### config.mk
export PLATFORM = sky130hd
export DESIGN_NAME = floating_point_divider
export DESIGN_NICKNAME = d
export VERILOG_FILES = /design/src/rtl/fp12_pkg.sv /design/src/rtl/fp12_mant_div.sv /design/src/rtl/floating_point_divider.sv
export SDC_FILE = /design/constraint.sdc
export NUM_CORES = 1
export LEC_CHECK = 0
export ABC_AREA = 1
export CAP_MARGIN = 30
export CORE_AREA = 2 2 80 82
export CTS_BUF_LIST = sky130_fd_sc_hd__clkbuf_4 sky130_fd_sc_hd__clkbuf_8 sky130_fd_sc_hd__clkbuf_16
export DETAILED_ROUTE_END_ITERATION = 8
export DIE_AREA = 0 0 82 84
export PLACE_DENSITY = 0.81
export SETUP_SLACK_MARGIN = 0.1
export SYNTH_ARGS = -nofsm -noshare
export SYNTH_HDL_FRONTEND = slang
export SYNTH_SLANG_ARGS = --single-unit
### constraint.sdc
create_clock -name clk -period 7.4 [get_ports clk]
set_input_delay 1.48 -clock clk [delete_from_list [all_inputs] [get_ports clk]]
set_output_delay 1.48 -clock clk [all_outputs]
set_load 0.1 [all_outputs]
### src/rtl/fp12_pkg.sv
// Shared constants, field layout and FSM state type for the 12-bit
// {sign, exp[4:0], frac[5:0]} floating-point divider.
package fp12_pkg;

  localparam int unsigned Width = 12;
  localparam int unsigned ExpW  = 5;
  localparam int unsigned FracW = 6;
  localparam int unsigned MantW = 7;
  localparam int unsigned QuotW = 8;
  localparam int          Bias  = 15;

  localparam logic [Width-1:0] SatVal  = 12'b0_11110_110000;
  localparam logic [Width-1:0] ZeroVal = 12'h000;

  // First biased exponent that saturates; 31 would be the reserved encoding.
  localparam logic signed [7:0] ExpSat = 8'sd30;

  typedef enum logic [1:0] {
    StIdle,
    StDiv,
    StDone
  } state_e;

endpackage

### src/rtl/fp12_mant_div.sv
// Iterative restoring divider: quot_o = floor(a_mant_i * 128 / b_mant_i), one quotient bit
// per cycle, done_o pulses for one cycle after the eighth bit has been produced.
module fp12_mant_div
  import fp12_pkg::*;
(
  input  logic             clk,
  input  logic             rst,
  input  logic             start_i,
  input  logic [MantW-1:0] a_mant_i,
  input  logic [MantW-1:0] b_mant_i,
  output logic [QuotW-1:0] quot_o,
  output logic             done_o
);

  logic [7:0]       rem_q, rem_d, rem_sub;
  logic [MantW-1:0] div_q;
  logic [QuotW-1:0] quot_q;
  logic [3:0]       cnt_q;
  logic             busy_q, done_q;
  logic             ge;

  // Both mantissas carry the hidden 1, so rem < 2*div holds and 8 bits suffice.
  always_comb begin
    ge      = rem_q >= {1'b0, div_q};
    rem_sub = ge ? (rem_q - {1'b0, div_q}) : rem_q;
    rem_d   = {rem_sub[6:0], 1'b0};
  end

  always_ff @(posedge clk or posedge rst) begin
    if (rst) begin
      rem_q  <= '0;
      div_q  <= '0;
      quot_q <= '0;
      cnt_q  <= '0;
      busy_q <= 1'b0;
      done_q <= 1'b0;
    end else begin
      done_q <= 1'b0;
      if (start_i) begin
        rem_q  <= {1'b0, a_mant_i};
        div_q  <= b_mant_i;
        quot_q <= '0;
        cnt_q  <= '0;
        busy_q <= 1'b1;
      end else if (busy_q) begin
        quot_q <= {quot_q[QuotW-2:0], ge};
        rem_q  <= rem_d;
        cnt_q  <= cnt_q + 4'd1;
        if (cnt_q == 4'd7) begin
          busy_q <= 1'b0;
          done_q <= 1'b1;
        end
      end
    end
  end

  assign quot_o = quot_q;
  assign done_o = done_q;

endmodule

### src/rtl/floating_point_divider.sv
// 12-bit floating-point divider with valid/ready handshakes; special operands finish one
// cycle after acceptance, normal divisions nine cycles after acceptance.
module floating_point_divider
  import fp12_pkg::*;
#(
  parameter int BIAS = Bias
) (
  input  logic             clk,
  input  logic             rst,
  input  logic [Width-1:0] a,
  input  logic [Width-1:0] b,
  input  logic             in_valid,
  output logic             in_ready,
  output logic [Width-1:0] result,
  output logic             out_valid,
  input  logic             out_ready,
  output logic             dz,
  output logic             ovf,
  output logic             unf
);

  state_e           state_q, state_d;
  logic [Width-1:0] a_q, b_q;
  logic [Width-1:0] result_q, result_d;
  logic             dz_q, dz_d, ovf_q, ovf_d, unf_q, unf_d;
  logic             accept, start;
  logic [QuotW-1:0] quot;
  logic             mant_done;
  logic             sign;
  logic             a_zero, b_zero;
  logic signed [7:0] exp_s;
  logic [FracW-1:0] frac;

  assign accept = (state_q == StIdle) && in_valid;
  assign start  = accept && (a[10:6] != '0) && (b[10:6] != '0);

  fp12_mant_div u_mant_div (
    .clk      (clk),
    .rst      (rst),
    .start_i  (start),
    .a_mant_i ({1'b1, a[FracW-1:0]}),
    .b_mant_i ({1'b1, b[FracW-1:0]}),
    .quot_o   (quot),
    .done_o   (mant_done)
  );

  always_comb begin
    sign   = a_q[11] ^ b_q[11];
    a_zero = (a_q[10:6] == '0);
    b_zero = (b_q[10:6] == '0);
    // A quotient below 1.0 (quot[7] clear) costs one extra exponent step.
    exp_s  = $signed({3'b000, a_q[10:6]}) - $signed({3'b000, b_q[10:6]})
           + $signed(8'(BIAS)) - $signed({7'd0, ~quot[7]});
    frac   = quot[7] ? quot[6:1] : quot[5:0];
  end

  always_comb begin
    state_d  = state_q;
    result_d = result_q;
    dz_d     = dz_q;
    ovf_d    = ovf_q;
    unf_d    = unf_q;
    unique case (state_q)
      StIdle: if (in_valid) state_d = StDiv;
      StDiv: begin
        if (b_zero) begin
          state_d  = StDone;
          result_d = {sign, SatVal[10:0]};
          {dz_d, ovf_d, unf_d} = 3'b100;
        end else if (a_zero) begin
          state_d  = StDone;
          result_d = ZeroVal;
          {dz_d, ovf_d, unf_d} = 3'b000;
        end else if (mant_done) begin
          state_d = StDone;
          if (exp_s <= 8'sd0) begin
            result_d = ZeroVal;
            {dz_d, ovf_d, unf_d} = 3'b001;
          end else if (exp_s >= ExpSat) begin
            result_d = {sign, SatVal[10:0]};
            {dz_d, ovf_d, unf_d} = 3'b010;
          end else begin
            result_d = {sign, exp_s[4:0], frac};
            {dz_d, ovf_d, unf_d} = 3'b000;
          end
        end
      end
      StDone: if (out_ready) state_d = StIdle;
      default: state_d = StIdle;
    endcase
  end

  always_ff @(posedge clk or posedge rst) begin
    if (rst) begin
      state_q  <= StIdle;
      a_q      <= '0;
      b_q      <= '0;
      result_q <= ZeroVal;
      dz_q     <= 1'b0;
      ovf_q    <= 1'b0;
      unf_q    <= 1'b0;
    end else begin
      state_q  <= state_d;
      result_q <= result_d;
      dz_q     <= dz_d;
      ovf_q    <= ovf_d;
      unf_q    <= unf_d;
      if (accept) begin
        a_q <= a;
        b_q <= b;
      end
    end
  end

  assign in_ready  = (state_q == StIdle);
  assign out_valid = (state_q == StDone);
  assign result    = result_q;
  assign dz        = dz_q;
  assign ovf       = ovf_q;
  assign unf       = unf_q;

endmodule
==> metrics.txt <==
CP required 5.92 ns; Final Non-Filler Cells 563; critical-path maximum fanout 4; hold_buf cts 0; routability cong. 0.814; average vias per placed instance 5.30; top-count cell post-synth nand2_1; Fillers 476; CTS tree built; synth warn 0; post-synthesis sequential area ratio 41.4%; Final Hold Fails 0; routed length per instance 12.9 µm; RSZ-0062 raised after global routing no; area of the core 6100 µm²; Hold Startpoint result[2]; Worst Hold Class reg2reg; largest family of logic cells by synthesized area simple AND/OR/NAND/NOR gates; Slew Viols, Final 0; Die X 82 µm; clock skew 0.00742 ns; simple-gate share of the synthesized area 27.1%; fin area 4240 µm²; Top-Level Pins 45; adder-cell share of the synthesized area 8.13%; fmax 0.275 GHz; run status completed; Setup violations, final 0; antenna violations before repair 0; complex-gate fraction of the synthesized area 11.4%; Critical Path AT 2.16 ns; setup bufs post-CTS 0; synth cell count leaders 109 x nand2_1, 66 x inv_1, 58 x dfrtp_1; layout cell share with drive strength beyond 1 10.7%; final wirelength 7290 µm; post-route ant nets 0; CTS sink cnt 58; Synth Area in XOR/XNOR 2.71%; Final #Nets 530; pin count of the biggest net entering global routing 59; GR Util All Layers 24.0%; reg2reg setup slack 4.43 ns; vias in the first global route 2,864; Inst Count DP 547; HPWL after DPL 5140 µm; n_diodes 0; worst r2r dst result[8]; htree depth 3; area of placed instances 3990 µm²; number of remaining DRC errors 0; TritonCTS buffer count 9; TNS Setup 0 ns; die height 84 µm; CP Launch Type flip-flop; # rows 29; fin util 69.5%; root buffer cell clkbuf_8; Area Overhead vs Synth 20.8%; Vias 2,983; Final period util 49.2%; hold path depth 2; ys async rst share 100%; average cell area after synthesis 8.08 µm²; global route overflow 0; cell taking the most area after synthesis dfrtp_1; CTS clk-pin slew, worst paths 0.07 ns; Synth top area share 41.4%; Detailed Routing Iterations Pass 1 5; FF-to-FF path depth 15; area of the mapped netlist 3510 µm²; cells after synthesis 434; Max-cap violations 0; ranking of synthesized cells by area dfrtp_1 41%, nand2_1 12%, inv_1 7.1%, ha_1 6.4%, o21ai_0 5.4%; Die ar. 6890 µm²; WS Path Type reg2out; IO buf count 44; Least-Margin Pin Slew 0.969 ns; #FFs+latches synth 58; Post-CTS Resized 0; register area 1450 µm²; Detailed Route Iter0 Violations 156; syn_nets 483; source-to-sink clock delay at the later pin of the worst-skew pair 0.34 ns; final worst path period need 3.64 ns; Worst Setup End Kind output pin; first-pass GRT wire length 12,700 µm; synth unique cells 36; EDFF count, synth 0; Worst R2R Start b_q[6]; area occupied by multi-input gates 1730 µm²; Worst slew margin 35.2%; Initial Utilization 57.5%; worst hold path endpoint result[2]; Post-synth top flop dfrtp_1; multiplexer share of the synthesized area 0%; CTS Buffer Depth 2
==> worst max-delay path, cell delays in order (launching register included) <==
cell	delay, ns
dfrtp_1	0.41
nor2_1	0.22
clkdlybuf4s50_1	1.18
==> flip-flops by register name, indices dropped and copies added (netlist names) <==
signal / flops
result: 12
u_mant_div.quot_o: 8
u_mant_div.rem_q: 8
u_mant_div.div_q: 7
a_q: 6
b_q: 6
u_mant_div.cnt_q: 4
state_q: 2
dz: 1
ovf: 1
u_mant_div.busy_q: 1
u_mant_div.done_o: 1
unf: 1
==> layout make-up <==
class | instances | area share (%)
inverters | 71 | 6.29
multi-input cells | 296 | 40.9
clock inverters | 5 | 2.42
repair buffers | 45 | 10.6
flip-flops and latches | 58 | 34.3
well taps | 77 | 2.27
clock buffers | 11 | 3.28
==> layer usage <==
| layer | up-vias | GRT usage, % | part of all wire [%] |
|---|---|---|---|
| li1 | 1491 | - | - |
| met1 | 1387 | 31.1 | 44 |
| met2 | 84 | 38.4 | 49 |
| met3 | 21 | 4.87 | 5.3 |
| met4 | 0 | 10.5 | 2.3 |
| met5 | - | 0 | 0 |
==> logic make-up (layout without fill, tap and decap cells) <==
family                   Yosys count  count (layout)
buffers and inverters             80             132
adder cells (fa/ha/maj)           21              21
AO/OA/AOI/OAI                     67              67
AND/OR/NAND/NOR                  198             198
flip-flops                        58              58
XOR/XNOR                          10              10
==> per-stage QoR <==
step | setup slack (ns) | hold slack (ns)
2_1_floorplan | 4.23 | 0.426
3_3_place_gp | 3.57 | 0.458
3_5_place_dp | 3.47 | 0.457
4_1_cts | 3.79 | 0.483
5_1_grt | 3.49 | 0.498
6_report | 3.76 | 0.474
==> how the worst max path moves through the flow <==
stage	endpoint	slack, ns	depth (start not counted)	start
2_1_floorplan	in_ready	4.23	1	state_q[0]
3_3_place_gp	u_mant_div.rem_q[4]	3.57	8	in_valid
3_5_place_dp	u_mant_div.rem_q[4]	3.47	8	in_valid
4_1_cts	in_ready	3.79	2	state_q[0]
5_1_grt	u_mant_div.quot_o[7]	3.49	8	in_valid
6_report	in_ready	3.76	2	state_q[0]
==> cell usage in the layout, fill, tap and decap left out, types with 3 or more instances in the layout <==
cell type and count:
ha_1 18, nor2_1 24, nand2_2 10, nand3_2 5, clkdlybuf4s50_1 44, fa_1 3
clkbuf_8 9, o21ai_0 38, nand2_4 5, bufinv_16 3, nand3_1 31, nor3_1 5
xor2_1 3, nand2_1 109, o22ai_1 8, dfrtp_1 58, a21oi_1 12, inv_2 4
inv_1 65, xnor2_1 6
Power is left out: the tool's default activity adds up to more than one toggle a clock period on the data nets, which glitch-free logic cannot reach.
